## config.mk

```make
export PLATFORM = sky130hd
export DESIGN_NAME = braille_scroll_ctrl
export DESIGN_NICKNAME = d
export VERILOG_FILES = /design/src/rtl/braille_scroll_ctrl.sv
export SDC_FILE = /design/constraint.sdc
export NUM_CORES = 1
export LEC_CHECK = 0
export BUFFER_PORTS_ARGS = -buffer_cell sky130_fd_sc_hd__buf_4
export CORE_ASPECT_RATIO = 1.5
export CORE_MARGIN = 8
export CORE_UTILIZATION = 50
export CTS_BUF_LIST = sky130_fd_sc_hd__clkbuf_16
export DETAILED_ROUTE_END_ITERATION = 6
export GPL_ROUTABILITY_DRIVEN = 0
export PLACE_DENSITY = 0.67
export SYNTH_ARGS = -nofsm -noshare
export SYNTH_HDL_FRONTEND = slang
export SYNTH_SLANG_ARGS = --single-unit
```

## constraint.sdc

```tcl
create_clock -name Clk -period 6.4 [get_ports Clk]
set_input_delay 0 -clock Clk [delete_from_list [all_inputs] [get_ports Clk]]
set_output_delay 0 -clock Clk [all_outputs]
set_load 0.03 [all_outputs]
```

## src/rtl/braille_scroll_ctrl.sv

```systemverilog
// Braille trainer scroll controller: buffers a code message and
// scrolls it left across DIGITS seven-segment decoder slots.
module braille_scroll_ctrl #(
  parameter int DIGITS   = 4,
  parameter int DEPTH    = 16,
  parameter int TICK_DIV = 50000000
) (
  input  logic                Clk,
  input  logic                Rst_n,
  input  logic                Load_Valid,
  input  logic [3:0]          Load_Code,
  input  logic                Load_Last,
  output logic                Load_Ready,
  input  logic                Start,
  input  logic                Stop,
  output logic                Busy,
  output logic                Done,
  output logic [4*DIGITS-1:0] Digit_Code,
  output logic [DIGITS-1:0]   Digit_En
);

  localparam int PW = $clog2(DEPTH);
  localparam int LW = PW + 1;
  localparam int TW = $clog2(TICK_DIV);

  typedef enum logic [1:0] {
    IDLE,
    LOADED,
    SCROLL
  } state_e;

  state_e            state_q, state_d;
  logic [LW-1:0]     len_q, len_d;
  logic [PW-1:0]     wr_ptr_q, wr_ptr_d;
  logic [PW-1:0]     pos_q, pos_d;
  logic [TW-1:0]     tick_q, tick_d;
  logic [3:0]        buf_q [DEPTH];
  logic              accept;
  logic              busy_q, busy_d;
  logic              done_q, done_d;
  logic [4*DIGITS-1:0] code_q, code_d;
  logic [DIGITS-1:0]   en_q, en_d;

  assign Load_Ready = (state_q == IDLE);
  assign accept     = Load_Valid && (state_q == IDLE);
  assign Busy       = busy_q;
  assign Done       = done_q;
  assign Digit_Code = code_q;
  assign Digit_En   = en_q;

  always_ff @(posedge Clk) begin
    if (!Rst_n) begin
      state_q  <= IDLE;
      len_q    <= '0;
      wr_ptr_q <= '0;
      pos_q    <= '0;
      tick_q   <= '0;
      busy_q   <= 1'b0;
      done_q   <= 1'b0;
      code_q   <= '0;
      en_q     <= '0;
    end else begin
      state_q  <= state_d;
      len_q    <= len_d;
      wr_ptr_q <= wr_ptr_d;
      pos_q    <= pos_d;
      tick_q   <= tick_d;
      busy_q   <= busy_d;
      done_q   <= done_d;
      code_q   <= code_d;
      en_q     <= en_d;
    end
  end

  // Storage needs no reset: len gates every read.
  always_ff @(posedge Clk) begin
    if (Rst_n && accept) begin
      buf_q[wr_ptr_q] <= Load_Code;
    end
  end

  always_comb begin
    state_d  = state_q;
    len_d    = len_q;
    wr_ptr_d = wr_ptr_q;
    pos_d    = pos_q;
    tick_d   = tick_q;
    done_d   = 1'b0;
    unique case (state_q)
      IDLE: begin
        if (Load_Valid) begin
          wr_ptr_d = wr_ptr_q + 1'b1;
          len_d    = len_q + 1'b1;
          if (Load_Last || len_q == LW'(DEPTH - 1)) begin
            state_d = LOADED;
          end
        end
      end
      LOADED: begin
        if (Stop) begin
          state_d  = IDLE;
          len_d    = '0;
          wr_ptr_d = '0;
        end else if (Start) begin
          state_d = SCROLL;
          pos_d   = '0;
          tick_d  = '0;
        end
      end
      SCROLL: begin
        if (Stop) begin
          state_d  = IDLE;
          len_d    = '0;
          wr_ptr_d = '0;
          pos_d    = '0;
          tick_d   = '0;
        end else if (tick_q == TW'(TICK_DIV - 1)) begin
          tick_d = '0;
          if (LW'(pos_q) + 1'b1 < len_q) begin
            pos_d = pos_q + 1'b1;
          end else begin
            state_d  = IDLE;
            done_d   = 1'b1;
            len_d    = '0;
            wr_ptr_d = '0;
            pos_d    = '0;
          end
        end else begin
          tick_d = tick_q + 1'b1;
        end
      end
      default: begin
        state_d = IDLE;
      end
    endcase
  end

  // Window is built from next-state so it lines up with Busy.
  always_comb begin
    busy_d = (state_d == SCROLL);
    code_d = '0;
    en_d   = '0;
    for (int i = 0; i < DIGITS; i++) begin
      logic [LW-1:0] idx;
      logic [PW-1:0] addr;
      idx  = LW'(pos_d) + LW'(i);
      addr = pos_d + PW'(i);
      if (busy_d && idx < len_q) begin
        en_d[i]         = 1'b1;
        code_d[4*i +: 4] = buf_q[addr];
      end
    end
  end

endmodule

```

==> summary.txt <==
Logic synthesis
  – Asr flop ratio synth: 0
  – EDFF count, synth: 64
  – Post-Syn Area: 7410 um2
  – Register bit total from synthesis: 127
  – Post-Syn Instances: 686
  – Ys flop type: edfxtp_1
  – Syn Area/Cell: 10.8 um2
  – Post-synthesis sequential area ratio: 0.430
  – Yosys warning count: 0
  – Synthesized Nets: 730
  – Number of distinct library cells after synthesis: 60

Global routing
  – Largest net degree at the start of global routing: 55
  – Gr ovfl total: 0
  – Vias in the first global route: 5765
  – GRT Util Overall: 0.212
  – Initial antenna violation count: 0
  – First-pass GRT wire length: 30800 um

Timing
  – Max-slew violations: 0
  – Setup TNS: 0 ns
  – Slew @ Worst Pin: 1.14 ns
  – Minimum clock period: 5.51 ns
  – Highest clock rate: 181 MHz
  – Period utilisation layout: 0.861
  – Slew headroom: 0.239
  – Hold slack final: 0.0212 ns
  – RSZ-0062 raised after global routing: no
  – Endpoints failing hold: 0
  – Worst Clk Skew: 0.0151 ns
  – Setup-failing EPs final: 0

Setup path
  – Worst Path Buf+Inv: 3
  – WP data required: 6.71 ns
  – Worst EP arrival: 5.82 ns
  – Critical-path top delay cell: nor2_1
  – Max incr delay on CP: 0.77 ns
  – Startpoint Class: flop
  – Crit-path cells: ha_1, xor2_1, ha_1, nand2_1, o21ai_1, a311oi_2, and3_1, nor2_1, inv_1, ha_1, inv_1, o31ai_1, xnor2_2, inv_2, ha_1, nand2_1, o2111a_1, o221ai_1, nor4_1
  – Delay-heaviest family, CP: adder cells
  – CP most frequent cell: ha_1
  – WS Path Type: flop to flop
  – Element type at the critical path end: flop
  – Crit-path max FO: 22
  – R2r setup slk: 0.89 ns

Pwr
  – VDD IR max: 0.000170 V
  – Power Total: 1.95 mW
  – LEAKAGE: 3.40 nW
  – Power per cell area: 231 nW/um2

Routing
  – Via density: 6.08
  – WL final: 19500 um
  – DRC violations left: 0
  – Total number of vias: 5627
  – Remaining antenna violation count after routing: 0
  – Iteration-0 DRC Markers: 409
  – Wire per inst: 21.0 um
  – Length of the first detailed-routing pass in iterations: 7

Final layout
  – Finished Core Util: 0.581
  – Commonest cells after routing, fill and taps aside: 78 x nand2_1, 69 x mux2i_1, 64 x edfxtp_1, 63 x dfxtp_1, 58 x nor2_1
  – Area Overhead vs Synth: 14.0%
  – Ant diodes: 0
  – Share of cells above drive strength 1: 0.158
  – Nets@finish: 761
  – Post-Layout Cell Count: 926
  – Commonest non-fill, non-tap cell in the layout: nand2_1

Clock network
  – Reg clk slew, reported paths: 0.06 ns
  – Clock latency on the worst-skew pair: 0.42 ns
  – CTS Root Buffer Type: clkbuf_16
  – Max Buffers Root-to-Sink: 2
  – Htree depth: 4
  – CTS Sinks: 127
  – CTS tree: yes
  – Post-CTS resize count: 0
  – CTS buffer count: 17

Floorplan
  – Die Height: 165 um
  – Die area: 19000 um2
  – CORE AREA: 14500 um2
  – Initial core utilization: 0.510
  – IO Pins: 33
  – Core Rows: 54
  – Die extent in x: 115 um

Place
  – Port Buffers: 32
  – Post-DP HPWL: 14500 um
  – Placed cell count: 888

Outcome
  – Status: finished clean

Worst hold path
  – Hold crit path type: input pin to flop

Job
  – Maxcap violations: 0
-- tightest hold or removal path, stage by stage --
cell      delay (ns)
buf_4           0.10
nand2b_1        0.21
nor4_1          0.08
-- worst paths after layout --
kind / start / end / depth (start not counted)
setup / recovery: pos_q[0] / Digit_Code[13] / 19
hold / removal: Stop / Done / 3
setup reg to reg: pos_q[0] / Digit_Code[13] / 19
hold reg to reg: tick_q[6] / tick_q[6] / 2
-- metal layers --
metal | vias up | wire [um] | global-route usage
met1 | 2747 | 7110 | 0.219
met3 | 55 | 1110 | 0.0437
li1 | 2601 | - | -
met2 | 224 | 10400 | 0.391
met5 | - | 0 | 0
met4 | 0 | 863 | 0.116
-- state kept, by name, indices dropped and copies added (netlist names) --
signal,count
buf_q,64
tick_q,26
Digit_Code,16
len_q,5
Digit_En,4
pos_q,4
wr_ptr_q,4
state_q,2
Busy,1
Done,1
-- cells by family after synthesis --
| family | count (synthesis) | share of synthesized area |
|---|---|---|
| xor+xnor | 36 | 0.0456 |
| compound gates | 89 | 0.0806 |
| simple gates | 236 | 0.156 |
| mux | 107 | 0.197 |
| fa+ha+maj | 34 | 0.0574 |
| flops | 127 | 0.430 |
| buf+inv | 57 | 0.0338 |
-- Yosys cell counts, types with 2 or more instances --
cell | instances | share of area
o311ai_1 | 2 | 0.0024
xnor2_2 | 3 | 0.0066
o21ai_0 | 12 | 0.0081
edfxtp_1 | 64 | 0.26
nor2b_1 | 2 | 0.0017
nand2b_1 | 5 | 0.0042
buf_6 | 2 | 0.0030
and4_1 | 6 | 0.0071
nand4_1 | 6 | 0.0051
o211ai_1 | 3 | 0.0030
xor2_1 | 22 | 0.026
a211oi_1 | 11 | 0.011
ha_1 | 34 | 0.057
dfxtp_1 | 63 | 0.17
a21o_1 | 3 | 0.0030
inv_1 | 21 | 0.011
buf_1 | 4 | 0.0020
o211a_1 | 2 | 0.0027
mux4_2 | 30 | 0.091
mux2_1 | 3 | 0.0046
nand3_1 | 19 | 0.013
nor4_1 | 6 | 0.0051
mux2i_1 | 69 | 0.093
o21ai_1 | 5 | 0.0034
buf_2 | 6 | 0.0041
o21a_1 | 2 | 0.0020
or3_1 | 2 | 0.0017
and4b_1 | 2 | 0.0027
a21boi_0 | 2 | 0.0020
nor2_1 | 58 | 0.029
xnor2_1 | 11 | 0.013
nor3_1 | 17 | 0.011
clkbuf_1 | 16 | 0.0081
mux2_2 | 5 | 0.0076
nand2_1 | 78 | 0.040
and2_1 | 15 | 0.013
a21oi_1 | 26 | 0.018
o221ai_1 | 2 | 0.0024
a311oi_1 | 6 | 0.0071
inv_2 | 4 | 0.0020
a22oi_1 | 2 | 0.0020
and3_1 | 15 | 0.013
buf_4 | 3 | 0.0030
-- what timing repair did --
action	CTS	global route
endpoints found under the setup margin	0	0
setup buffers	0	0
hold buffers	6	0
endpoints found under the hold margin	71	0
-- through the flow --
step / instance area [um2] / worst slack, ns
final: 8440 / 0.888
after floorplan: 7410 / 1.83
after CTS: 8440 / 0.989
after global routing: 8440 / 0.470
after detailed placement: 7780 / 1.04
after global placement: 7780 / 1.30
-- where the power goes --
group	internal [mW]	total [mW]	switching (mW)
sequential	0.864	0.875	0.0106
clock	0.627	0.971	0.344
combinational	0.0386	0.0996	0.0609
-- layout make-up --
type	instances	area (um2)
clock inverters	14	145
clock buffers	18	450
flip-flops and latches	127	3180
multi-input cells	502	3980
fillers	1222	6090
repair buffers	43	338
well taps	196	245
inverters	26	100
(Power assumes the default switching activity.)
